## src/rtl/mod_reduce_if.sv

```systemverilog
// mod_reduce_if: request/response handshake bundle for mod_reduce_pipe
interface mod_reduce_if #(
    parameter int N_W = 100,
    parameter int K = 7,
    parameter int TAG_W = 4
);
    logic in_valid;
    logic in_ready;
    logic [N_W-1:0] in_x;
    logic [TAG_W-1:0] in_tag;
    logic out_valid;
    logic out_ready;
    logic [K-1:0] out_r;
    logic [TAG_W-1:0] out_tag;
    modport master (
        output in_valid, in_x, in_tag, out_ready,
        input in_ready, out_valid, out_r, out_tag
    );
    modport slave (
        input in_valid, in_x, in_tag, out_ready,
        output in_ready, out_valid, out_r, out_tag
    );
endinterface

```

## src/rtl/mod_reduce_pipe.sv

```systemverilog
// mod_reduce_pipe: pipelined X mod MOD via weighted K-bit chunks, elaboration-sized folds and a final correction
module mod_reduce_pipe #(
    parameter int N_W = 100,
    parameter int MOD = 113,
    parameter int K = 7,
    parameter int TAG_W = 4
) (
    input logic clk,
    input logic rst,
    mod_reduce_if.slave bus
);
    localparam int C = (N_W + K - 1) / K;
    localparam longint MASK = (longint'(1) << K) - 1;
    localparam longint F = (longint'(1) << K) % MOD;
    localparam longint PMAX = longint'(C) * MASK * longint'(MOD - 1);
    localparam int P1W = $clog2(PMAX + 1);

    // exact worst case of one fold applied to any value <= m
    function automatic longint fold_bound(longint m);
        longint h = m >> K;
        longint top = h * F + (m & MASK);
        longint rest = (h - 1) * F + MASK;
        return (h == 0) ? m : ((top > rest) ? top : rest);
    endfunction

    function automatic longint bound_after(int j);
        longint m = PMAX;
        for (int i = 0; i < j; i++) m = fold_bound(m);
        return m;
    endfunction

    function automatic int count_folds();
        longint m = PMAX;
        int n = 0;
        for (int i = 0; i < 64; i++) begin
            if (m >= longint'(2 * MOD)) begin
                m = fold_bound(m);
                n++;
            end
        end
        return n;
    endfunction

    function automatic longint weight(int i);
        longint w = 1 % MOD;
        for (int t = 0; t < i; t++) w = (w * F) % MOD;
        return w;
    endfunction

    localparam int NF = count_folds();
    localparam int W2 = $clog2(bound_after(NF) + 1);

    if (MOD < 3 || MOD >= (1 << K) || MOD <= (1 << (K - 1))) begin : g_bad_mod
        $error("mod_reduce_pipe: MOD must satisfy 3 <= MOD and 2^(K-1) < MOD < 2^K");
    end

    logic en;
    logic v1;
    logic v2;
    logic [TAG_W-1:0] t1;
    logic [TAG_W-1:0] t2;
    logic [C*K-1:0] xp;
    logic [P1W-1:0] prod [C];
    logic [P1W-1:0] sum;
    logic [P1W-1:0] s1;
    logic [W2-1:0] s2;
    logic [K:0] s3x;
    logic [K-1:0] rdc;

    assign en = ~bus.out_valid | bus.out_ready;
    assign bus.in_ready = en;
    assign xp = (C*K)'(bus.in_x);

    for (genvar i = 0; i < C; i++) begin : g_chunk
        localparam longint WI = weight(i);
        assign prod[i] = P1W'(xp[K*i +: K]) * P1W'(WI);
    end

    always_comb begin
        sum = '0;
        for (int i = 0; i < C; i++) sum = sum + prod[i];
    end

    // each fold stage is sized to its own worst case so nothing can overflow
    for (genvar j = 0; j <= NF; j++) begin : f
        localparam int WJ = $clog2(bound_after(j) + 1);
        logic [WJ-1:0] v;
        if (j == 0) begin : g_in
            assign v = s1;
        end else begin : g_fold
            localparam int WP = $clog2(bound_after(j - 1) + 1);
            assign v = WJ'(f[j-1].v[K-1:0]) + WJ'(f[j-1].v[WP-1:K]) * WJ'(F);
        end
    end

    assign s3x = (K+1)'(s2);
    assign rdc = (s3x >= (K+1)'(MOD)) ? K'(s3x - (K+1)'(MOD)) : K'(s3x);

    always_ff @(posedge clk) begin
        if (rst) begin
            v1 <= 1'b0;
            v2 <= 1'b0;
            t1 <= '0;
            t2 <= '0;
            s1 <= '0;
            s2 <= '0;
            bus.out_valid <= 1'b0;
            bus.out_r <= '0;
            bus.out_tag <= '0;
        end else if (en) begin
            v1 <= bus.in_valid;
            t1 <= bus.in_tag;
            s1 <= sum;
            v2 <= v1;
            t2 <= t1;
            s2 <= f[NF].v;
            bus.out_valid <= v2;
            if (v2) begin
                bus.out_r <= rdc;
                bus.out_tag <= t2;
            end
        end
    end
endmodule

```

## src/flat_wrapper.sv

```systemverilog
// flat-port wrapper written by rule: the top's interface ports become plain ports
module mod_reduce_pipe_flat 
#(
    parameter int N_W = 100,
    parameter int MOD = 113,
    parameter int K = 7,
    parameter int TAG_W = 4
)
  (clk, rst, bus_in_valid, bus_in_x, bus_in_tag, bus_out_ready, bus_in_ready, bus_out_valid, bus_out_r, bus_out_tag);
  mod_reduce_if #(.N_W(N_W), .K(K), .TAG_W(TAG_W)) bus_i ();
  input logic clk;
  input logic rst;
  input wire logic [$bits(bus_i.in_valid)-1:0] bus_in_valid;
  input wire logic [$bits(bus_i.in_x)-1:0] bus_in_x;
  input wire logic [$bits(bus_i.in_tag)-1:0] bus_in_tag;
  input wire logic [$bits(bus_i.out_ready)-1:0] bus_out_ready;
  output wire logic [$bits(bus_i.in_ready)-1:0] bus_in_ready;
  output wire logic [$bits(bus_i.out_valid)-1:0] bus_out_valid;
  output wire logic [$bits(bus_i.out_r)-1:0] bus_out_r;
  output wire logic [$bits(bus_i.out_tag)-1:0] bus_out_tag;
  assign bus_i.in_valid = bus_in_valid;
  assign bus_i.in_x = bus_in_x;
  assign bus_i.in_tag = bus_in_tag;
  assign bus_i.out_ready = bus_out_ready;
  assign bus_in_ready = bus_i.in_ready;
  assign bus_out_valid = bus_i.out_valid;
  assign bus_out_r = bus_i.out_r;
  assign bus_out_tag = bus_i.out_tag;
  mod_reduce_pipe #(.N_W(N_W), .MOD(MOD), .K(K), .TAG_W(TAG_W)) u_core (.clk(clk), .rst(rst), .bus(bus_i));
endmodule
```

## config.mk

```make
export PLATFORM = sky130hd
export DESIGN_NAME = mod_reduce_pipe_flat
export DESIGN_NICKNAME = d
export VERILOG_FILES = /design/src/rtl/mod_reduce_if.sv /design/src/rtl/mod_reduce_pipe.sv /design/src/flat_wrapper.sv
export SDC_FILE = /design/constraint.sdc
export NUM_CORES = 1
export LEC_CHECK = 0
export ABC_AREA = 1
export BUFFER_PORTS_ARGS = -buffer_cell sky130_fd_sc_hd__buf_2
export CAP_MARGIN = 20
export CORE_MARGIN = 4
export CORE_UTILIZATION = 45
export DETAILED_ROUTE_END_ITERATION = 8
export PLACE_DENSITY = 0.65
export SLEW_MARGIN = 20
export SYNTH_ARGS = -nofsm -noshare
export SYNTH_HDL_FRONTEND = slang
export SYNTH_SLANG_ARGS = --single-unit
```

## constraint.sdc

```tcl
create_clock -name clk -period 25.1 [get_ports clk]
set_input_delay 5.02 -clock clk [delete_from_list [all_inputs] [get_ports clk]]
set_output_delay 5.02 -clock clk [all_outputs]
set_load 0.1 [all_outputs]
```

==> impl_metrics.csv, run 1 <==
group,metric,value,unit
worst_setup_path,worstSetupEndpointType,"register",
grt,grt_pass1_wl,50.9,mm
worst_setup_path,path_common_cell,"fa_1",
die,fp-row-count,65,
worst_setup_path,cp_max_fo,4,
logic_synthesis,synth_ff_type,"dfxtp_1",
sta,maxSlewViolCount,0,
worst_setup_path,critical_path_class,"in -> reg",
route,wl_per_cell,13.7,um
die,die_area,34900,um2
logic_synthesis,ys_seq_elements,48,
clocking,cts_buffers,5,
sta,finalSetupTns,0,ps
logic_synthesis,synth_cell_type_count,41,
logic_synthesis,synth.top_cell.area_share,34.8,%
clocking,clk_latency,290,ps
logic_synthesis,avgSynthCellArea,8.85,um2
logic_synthesis,synthTopCellsByCount,"inv_1 (459), ha_1 (278), fa_1 (250)",
logic_synthesis,synth_edf_count,0,
sta,period_share,51.0,%
sta,fin_crit,12800,ps
sta,skew,8.59,ps
logic_synthesis,mappedNetlistArea,14400,um2
clocking,cts_resized,0,
placement,dp_hpwl,27.2,mm
route,drtIter0Drc,269,
route,postRouteWirelength,29.3,mm
final_layout,nFillCells,3048,
route,drc,0,
grt,antenna_found_initial,5,
die,num_io_pins,121,
worst_setup_path,crit_arrival,13000,ps
sta,finalSetupViolCount,0,
final_layout,final_area,15700,um2
logic_synthesis,synth_top_cell_by_area,"fa_1",
worst_setup_path,rrSetupSlack,13700,ps
clocking,htreeDepth,2,
logic_synthesis,yosys-top-cells-area,"fa_1 (35%), ha_1 (24%), inv_1 (12%)",
route,vias,10400,
final_layout,area_growth,8.72,%
grt,grt_max_degree,47,
logic_synthesis,async_reset_ff_share,0,%
placement,pre_cts_ws,12030,ps
clocking,cts.sinks,48,
min_path,min_path_type,"reg -> reg",
logic_synthesis,yosys_warnings,0,
worst_setup_path,cp-start-kind,"input pin",
die,initial_utilization,45.6,%
placement,gp_congestion,0.885,
logic_synthesis,syn_nets,2263,
logic_synthesis,seq_area_frac_synth,6.67,%
final_layout,drive_gt1_share,9.51,%
clocking,tritoncts,"yes",
clocking,cts_setup_buffers,0,
die,die_y,187,um
route,dr.pass1.iters,4,
worst_setup_path,cpMaxStageDelayCell,"fa_1",
die,fp.dieW,187,um
worst_setup_path,crit_required,25290,ps
placement,placed_area,15500,um2
sta,slew_headroom,49.1,%
route,drtAntennaViolNets,0,
sta,tightest_slew,760,ps
final_layout,nets,2381,
grt,track_usage,17.3,%
job,maxCapViolCount,0,
sta,max_freq,78.1,MHz
clocking,cts-root-buf,"clkbuf_16",
logic_synthesis,synth_cells,1627,
logic_synthesis,synth_most_common_cell,"inv_1",
route,viasPerCell,4.82,
sta,postLayoutSetupSlackWorst,12300,ps
final_layout,regArea,961,um2
final_layout,multi_input_area,11700,um2
grt,grt_pass1_vias,11100,
placement,io_buffers,120,
sta,hold_violations,0,
clocking,clockBufferDepth,2,
status,outcome,"complete, no violations",
worst_setup_path,max_stage_delay,540,ps
grt,overflow,0,
final_layout,diodes,0,
clocking,clkTransAtPathRegs,70,ps
die,core,31600,um2
clocking,hold_buffers,0,
sta,rsz0062_at_grt,"false",
final_layout,utilization,49.6,%
## final cells by class
cell class / instances / area share (%)
flip-flops and latches: 48 / 6.14
inverters: 461 / 11.1
multi-input cells: 1106 / 74.5
clock inverters: 3 / 0.304
clock buffers: 5 / 0.799
repair buffers: 123 / 3.98
well taps: 402 / 3.21
## flip-flops by register name, summed over array words and instances, names as in the netlist, 4 cells and up
register,count
u_core.t1,4
u_core.bus.out_r,7
u_core.bus.out_tag,4
u_core.t2,4
u_core.f.v,18
u_core.s2,8
## critical path: cells and delay by family
kind / cells / cell delay (ps)
AOI/OAI and AO/OA: 4 / 760
xor gates and xnor gates: 2 / 220
adders and majority gates: 12 / 5600
buffers and inverters: 8 / 500
and+or+nand+nor: 9 / 880
## final timing paths
check | from | end | cells past startpoint
hold / removal | u_core.bus.out_r[5] | u_core.bus.out_r[5] | 2
setup / recovery | bus_in_x[7] | u_core.f[0].v[13] | 35
hold reg to reg | u_core.bus.out_r[5] | u_core.bus.out_r[5] | 2
setup reg to reg | u_core.f[0].v[9] | u_core.s2[7] | 53
## layer usage
layer  part of all wire [%]  GRT usage (%)  up-vias
li1                       -              -     5186
met1                     43           21.3     4975
met2                     53           33.5      149
met3                    2.8           1.74       35
met4                    1.3           2.36       10
met5                   0.17              0        -
## kinds of logic (layout without fill, tap and decap cells)
group | Yosys count | after routing | synth area share [%]
adder cells (fa/ha/maj) | 528 | 528 | 58.9
flip-flops | 48 | 48 | 6.67
AO/OA/AOI/OAI | 192 | 192 | 7.56
XOR/XNOR | 90 | 90 | 5.63
buffers and inverters | 473 | 592 | 12.3
AND/OR/NAND/NOR | 296 | 296 | 8.91
## layout by cell type, fill, tap and decap left out, drive strengths merged
cell and instances:
a31o 1, nor2 74, dfxtp 48, ha 278, o21bai 9, o211ai 11
o31ai 1, bufinv 1, xnor2 39, fa 250, xor2 51, nor3 4
or2 4, o21ai 63, nand4 5, o221ai 1, a21oi 87, clkinv 2
buf 123, a211oi 2, a21o 7, o2111ai 1, nand3 48, a21boi 3
a31oi 6, inv 461, nand2 161, clkbuf 5
## metrics by stage
step | instances | hold slack [ps]
finish | 2148 | 478
detailed placement | 2140 | 462
global route | 2148 | 481
floorplan | 1627 | 450
global placement | 2140 | 457
CTS | 2148 | 472
Power of run 1 is left out: the tool's default activity adds up to more than one toggle a clock period on the data nets, which glitch-free logic cannot reach.
==> run 2, diff against run 1 <==
- PLACE_DENSITY: 0.65 -> 0.67
- clock period: 25.1 -> 11.2 ns (I/O delays scaled with it)
==> impl_metrics.csv, run 2 (same netlist as run 1, synthesis figures left out) <==
group,metric,value,unit
worst_setup_path,crit_arrival,10810,ps
die,initial_utilization,45.6,%
route,viasPerCell,4.83,
grt,grt_pass1_wl,49.8,mm
placement,pre_cts_ws,-40.9,ps
die,fp-row-count,65,
clocking,clkTransAtPathRegs,70,ps
grt,grt_pass1_vias,11000,
route,vias,10400,
final_layout,final_common_cell,"inv_1",
clocking,cts_buffers,5,
final_layout,final_cell_mix,"inv_1 (453), ha_1 (269), fa_1 (250)",
worst_setup_path,critical_path_class,"reg -> reg",
sta,hold_violations,0,
placement,dp_hpwl,27.0,mm
final_layout,diodes,0,
route,drc,0,
worst_setup_path,rrSetupSlack,590,ps
final_layout,nets,2390,
sta,tightest_slew,822,ps
final_layout,area_growth,10.9,%
clocking,cts.sinks,48,
worst_setup_path,path_common_cell,"inv_1",
grt,overflow,0,
placement,gp_congestion,0.885,
clocking,hold_buffers,0,
clocking,clockBufferDepth,2,
grt,track_usage,17.0,%
clocking,htreeDepth,2,
sta,finalSetupViolCount,0,
job,maxCapViolCount,0,
worst_setup_path,cpMaxStageDelayCell,"fa_1",
worst_setup_path,max_stage_delay,530,ps
die,num_io_pins,121,
route,drtAntennaViolNets,0,
sta,fin_crit,10610,ps
final_layout,nFillCells,2987,
grt,antenna_found_initial,2,
final_layout,drive_gt1_share,12.4,%
sta,postLayoutSetupSlackWorst,589,ps
clocking,cts-root-buf,"clkbuf_16",
sta,max_freq,94.2,MHz
worst_setup_path,crit_required,11400,ps
worst_setup_path,cp-start-kind,"register",
route,drtIter0Drc,240,
sta,maxSlewViolCount,0,
route,dr.pass1.iters,4,
die,die_y,187,um
route,postRouteWirelength,29.7,mm
worst_setup_path,worstSetupEndpointType,"register",
die,core,31600,um2
clocking,tritoncts,"yes",
die,fp.dieW,187,um
sta,fin_hold_ws,470,ps
clocking,clk_latency,300,ps
min_path,min_path_type,"reg -> reg",
status,outcome,"complete, no violations",
sta,skew,7.01,ps
grt,grt_max_degree,47,
final_layout,largest_reg_flops,18,
sta,slew_headroom,45.0,%
die,die_area,34900,um2
placement,io_buffers,120,
worst_setup_path,cp_max_fo,6,
route,wl_per_cell,13.8,um
sta,period_share,94.7,%
[run 2: layout make-up]
cell class / instances / area (um2) / area share, %
Clock buffer: 5 / 125 / 0.784
Clock inverter: 3 / 46.3 / 0.290
Inverter: 461 / 1730 / 10.8
Multi-Input combinational cell: 1106 / 11900 / 74.6
Sequential cell: 48 / 967 / 6.06
Tap cell: 402 / 503 / 3.15
Timing Repair Buffer: 132 / 691 / 4.33
[run 2: final timing paths]
kind	to	cells after the start	from
worst min register to register	u_core.bus.out_r[5]	2	u_core.bus.out_r[5]
worst max register to register	u_core.s2[6]	60	u_core.f[0].v[8]
worst max-delay path	u_core.s2[6]	60	u_core.f[0].v[8]
worst min-delay path	u_core.bus.out_r[5]	2	u_core.bus.out_r[5]
[run 2: critical path, delay by kind of cell, from the launching register on]
| kind | cells | cell delay (ps) |
|---|---|---|
| AOI/OAI and AO/OA | 11 | 1430 |
| xor gates and xnor gates | 4 | 840 |
| adders and majority gates | 14 | 5540 |
| buffers and inverters | 16 | 1020 |
| DFF | 1 | 350 |
| and+or+nand+nor | 15 | 1290 |
[run 2: stage by stage]
step                      utilization (%)  instances  instance area, um2  TNS [ps]
after global placement               49.1       2141               15500         0
after global routing                 50.6       2157               16000     -42.6
after CTS                            49.7       2149               15700         0
final                                50.6       2157               16000         0
after detailed placement             49.1       2141               15500     -52.9
after floorplan                         -       1627               14400         0
[run 2: metal layers]
layer	up-vias	global-route usage, %	part of all wire, %
met1	5015	20.6	42
met3	34	2.24	3.3
met4	4	2.47	1.7
li1	5212	-	-
met2	161	32.6	53
met5	-	0	0.091
[run 2: what timing repair did]
action | 4_1_cts | 5_1_grt
pin swaps | 0 | 13
endpoints found under the setup margin | 2 | 6
setup buffers | 0 | 8
resized for setup | 2 | 48
Power of run 2 is left out for the same reason.
==> run 3, diff against run 2 <==
- REMOVE_ABC_BUFFERS: default -> 1
==> impl_metrics.csv, run 3 (same netlist as run 1, synthesis figures left out) <==
group,metric,value,unit
worst_setup_path,worstSetupEndpointType,"register",
worst_setup_path,cpMaxStageDelayCell,"fa_1",
die,die_y,187,um
job,maxCapViolCount,0,
clocking,tritoncts,"yes",
die,die_area,34900,um2
final_layout,nets,2388,
grt,grt_max_degree,47,
worst_setup_path,max_stage_delay,540,ps
placement,dp_hpwl,27.1,mm
final_layout,final_common_cell,"inv_1",
grt,grt_pass1_wl,50.6,mm
grt,antenna_found_initial,3,
route,postRouteWirelength,29.6,mm
die,fp-row-count,65,
clocking,cts.sinks,48,
worst_setup_path,critical_path_class,"reg -> reg",
sta,finalSetupTns,0,ps
clocking,clkTransAtPathRegs,70,ps
grt,grt_pass1_vias,11000,
final_layout,area_growth,10.7,%
sta,tightest_slew,806,ps
worst_setup_path,crit_required,11420,ps
route,viasPerCell,4.82,
sta,period_share,95.5,%
sta,skew,3.67,ps
route,drtAntennaViolNets,0,
worst_setup_path,cp-start-kind,"register",
route,drc,0,
die,core,31600,um2
status,outcome,"complete, no violations",
final_layout,final_cell_mix,"inv_1 (454), ha_1 (270), fa_1 (249)",
final_layout,drive_gt1_share,12.0,%
clocking,clk_latency,290,ps
sta,finalSetupViolCount,0,
sta,postLayoutSetupSlackWorst,502,ps
sta,slew_headroom,46.1,%
placement,io_buffers,120,
route,wl_per_cell,13.7,um
die,num_io_pins,121,
sta,maxSlewViolCount,0,
min_path,min_path_type,"reg -> reg",
route,vias,10400,
route,dr.pass1.iters,4,
grt,track_usage,17.2,%
route,drtIter0Drc,332,
sta,max_freq,93.5,MHz
clocking,hold_buffers,0,
clocking,cts_buffers,5,
final_layout,diodes,0,
die,fp.dieW,187,um
worst_setup_path,cp_max_fo,6,
sta,hold_violations,0,
clocking,cts-root-buf,"clkbuf_16",
final_layout,largest_reg_flops,18,
clocking,clockBufferDepth,2,
clocking,htreeDepth,2,
worst_setup_path,crit_arrival,10920,ps
grt,overflow,0,
die,initial_utilization,45.6,%
placement,pre_cts_ws,-38.0,ps
sta,fin_crit,10700,ps
placement,gp_congestion,0.875,
-- run 3: changes by cell type in the layout (fill, tap and decap cells not counted), moves of 2 or more --
cell	change
dfxtp_1	+3
dfxtp_2	-3
a21oi_1	-2
buf_4	-2
ha_4	-2
-- run 3: through the flow --
step / std cells / hold WS, ps / util [%] / instance area [um2]
floorplan: 1615 / 450 / - / 14400
global placement: 2140 / 454 / 49.1 / 15500
detailed placement: 2140 / 456 / 49.1 / 15500
CTS: 2148 / 467 / 49.7 / 15700
global route: 2155 / 491 / 50.5 / 15900
finish: 2155 / 467 / 50.5 / 15900
-- run 3: per-layer routing --
metal	GRT usage (%)	share of wire, %	vias up	routed length (um)
li1	-	-	5211	-
met3	1.85	3.6	28	1060
met2	32.8	53	170	15600
met5	0	0.12	-	35
met4	2.02	0.96	6	283
met1	21.5	43	4981	12600
-- run 3: timing repair --
action,4_1_cts,5_1_grt
pin swaps,0,11
buffers inserted,0,7
resized for setup,2,45
endpoints found under the setup margin,1,4
-- run 3: worst paths after layout --
| kind | start | endpoint | slack, ps | cells after the start |
|---|---|---|---|---|
| hold reg to reg | u_core.bus.out_r[5] | u_core.bus.out_r[5] | 470 | 2 |
| hold / removal | u_core.bus.out_r[5] | u_core.bus.out_r[5] | 470 | 2 |
| setup / recovery | u_core.f[0].v[10] | u_core.s2[7] | 500 | 56 |
| setup reg to reg | u_core.f[0].v[10] | u_core.s2[7] | 500 | 56 |
-- run 3: final cells by class --
cell class                 count  area [um2]
clock buffer                   5         125
clock inverter                 3        46.3
fill                        2977       15600
inverter                     461        1730
multi-input combinational   1106       11900
sequential                    48         963
tap                          402         503
timing repair buffer         130         676
-- run 3: worst max-delay path: cells and delay by family (launching register included) --
| family | cells | cell delay [ps] |
|---|---|---|
| xor+xnor | 4 | 840 |
| fa+ha+maj | 14 | 5630 |
| buf+inv | 13 | 860 |
| compound gates | 8 | 1030 |
| flops | 1 | 370 |
| simple gates | 17 | 1900 |
Power of run 3 is left out for the same reason.
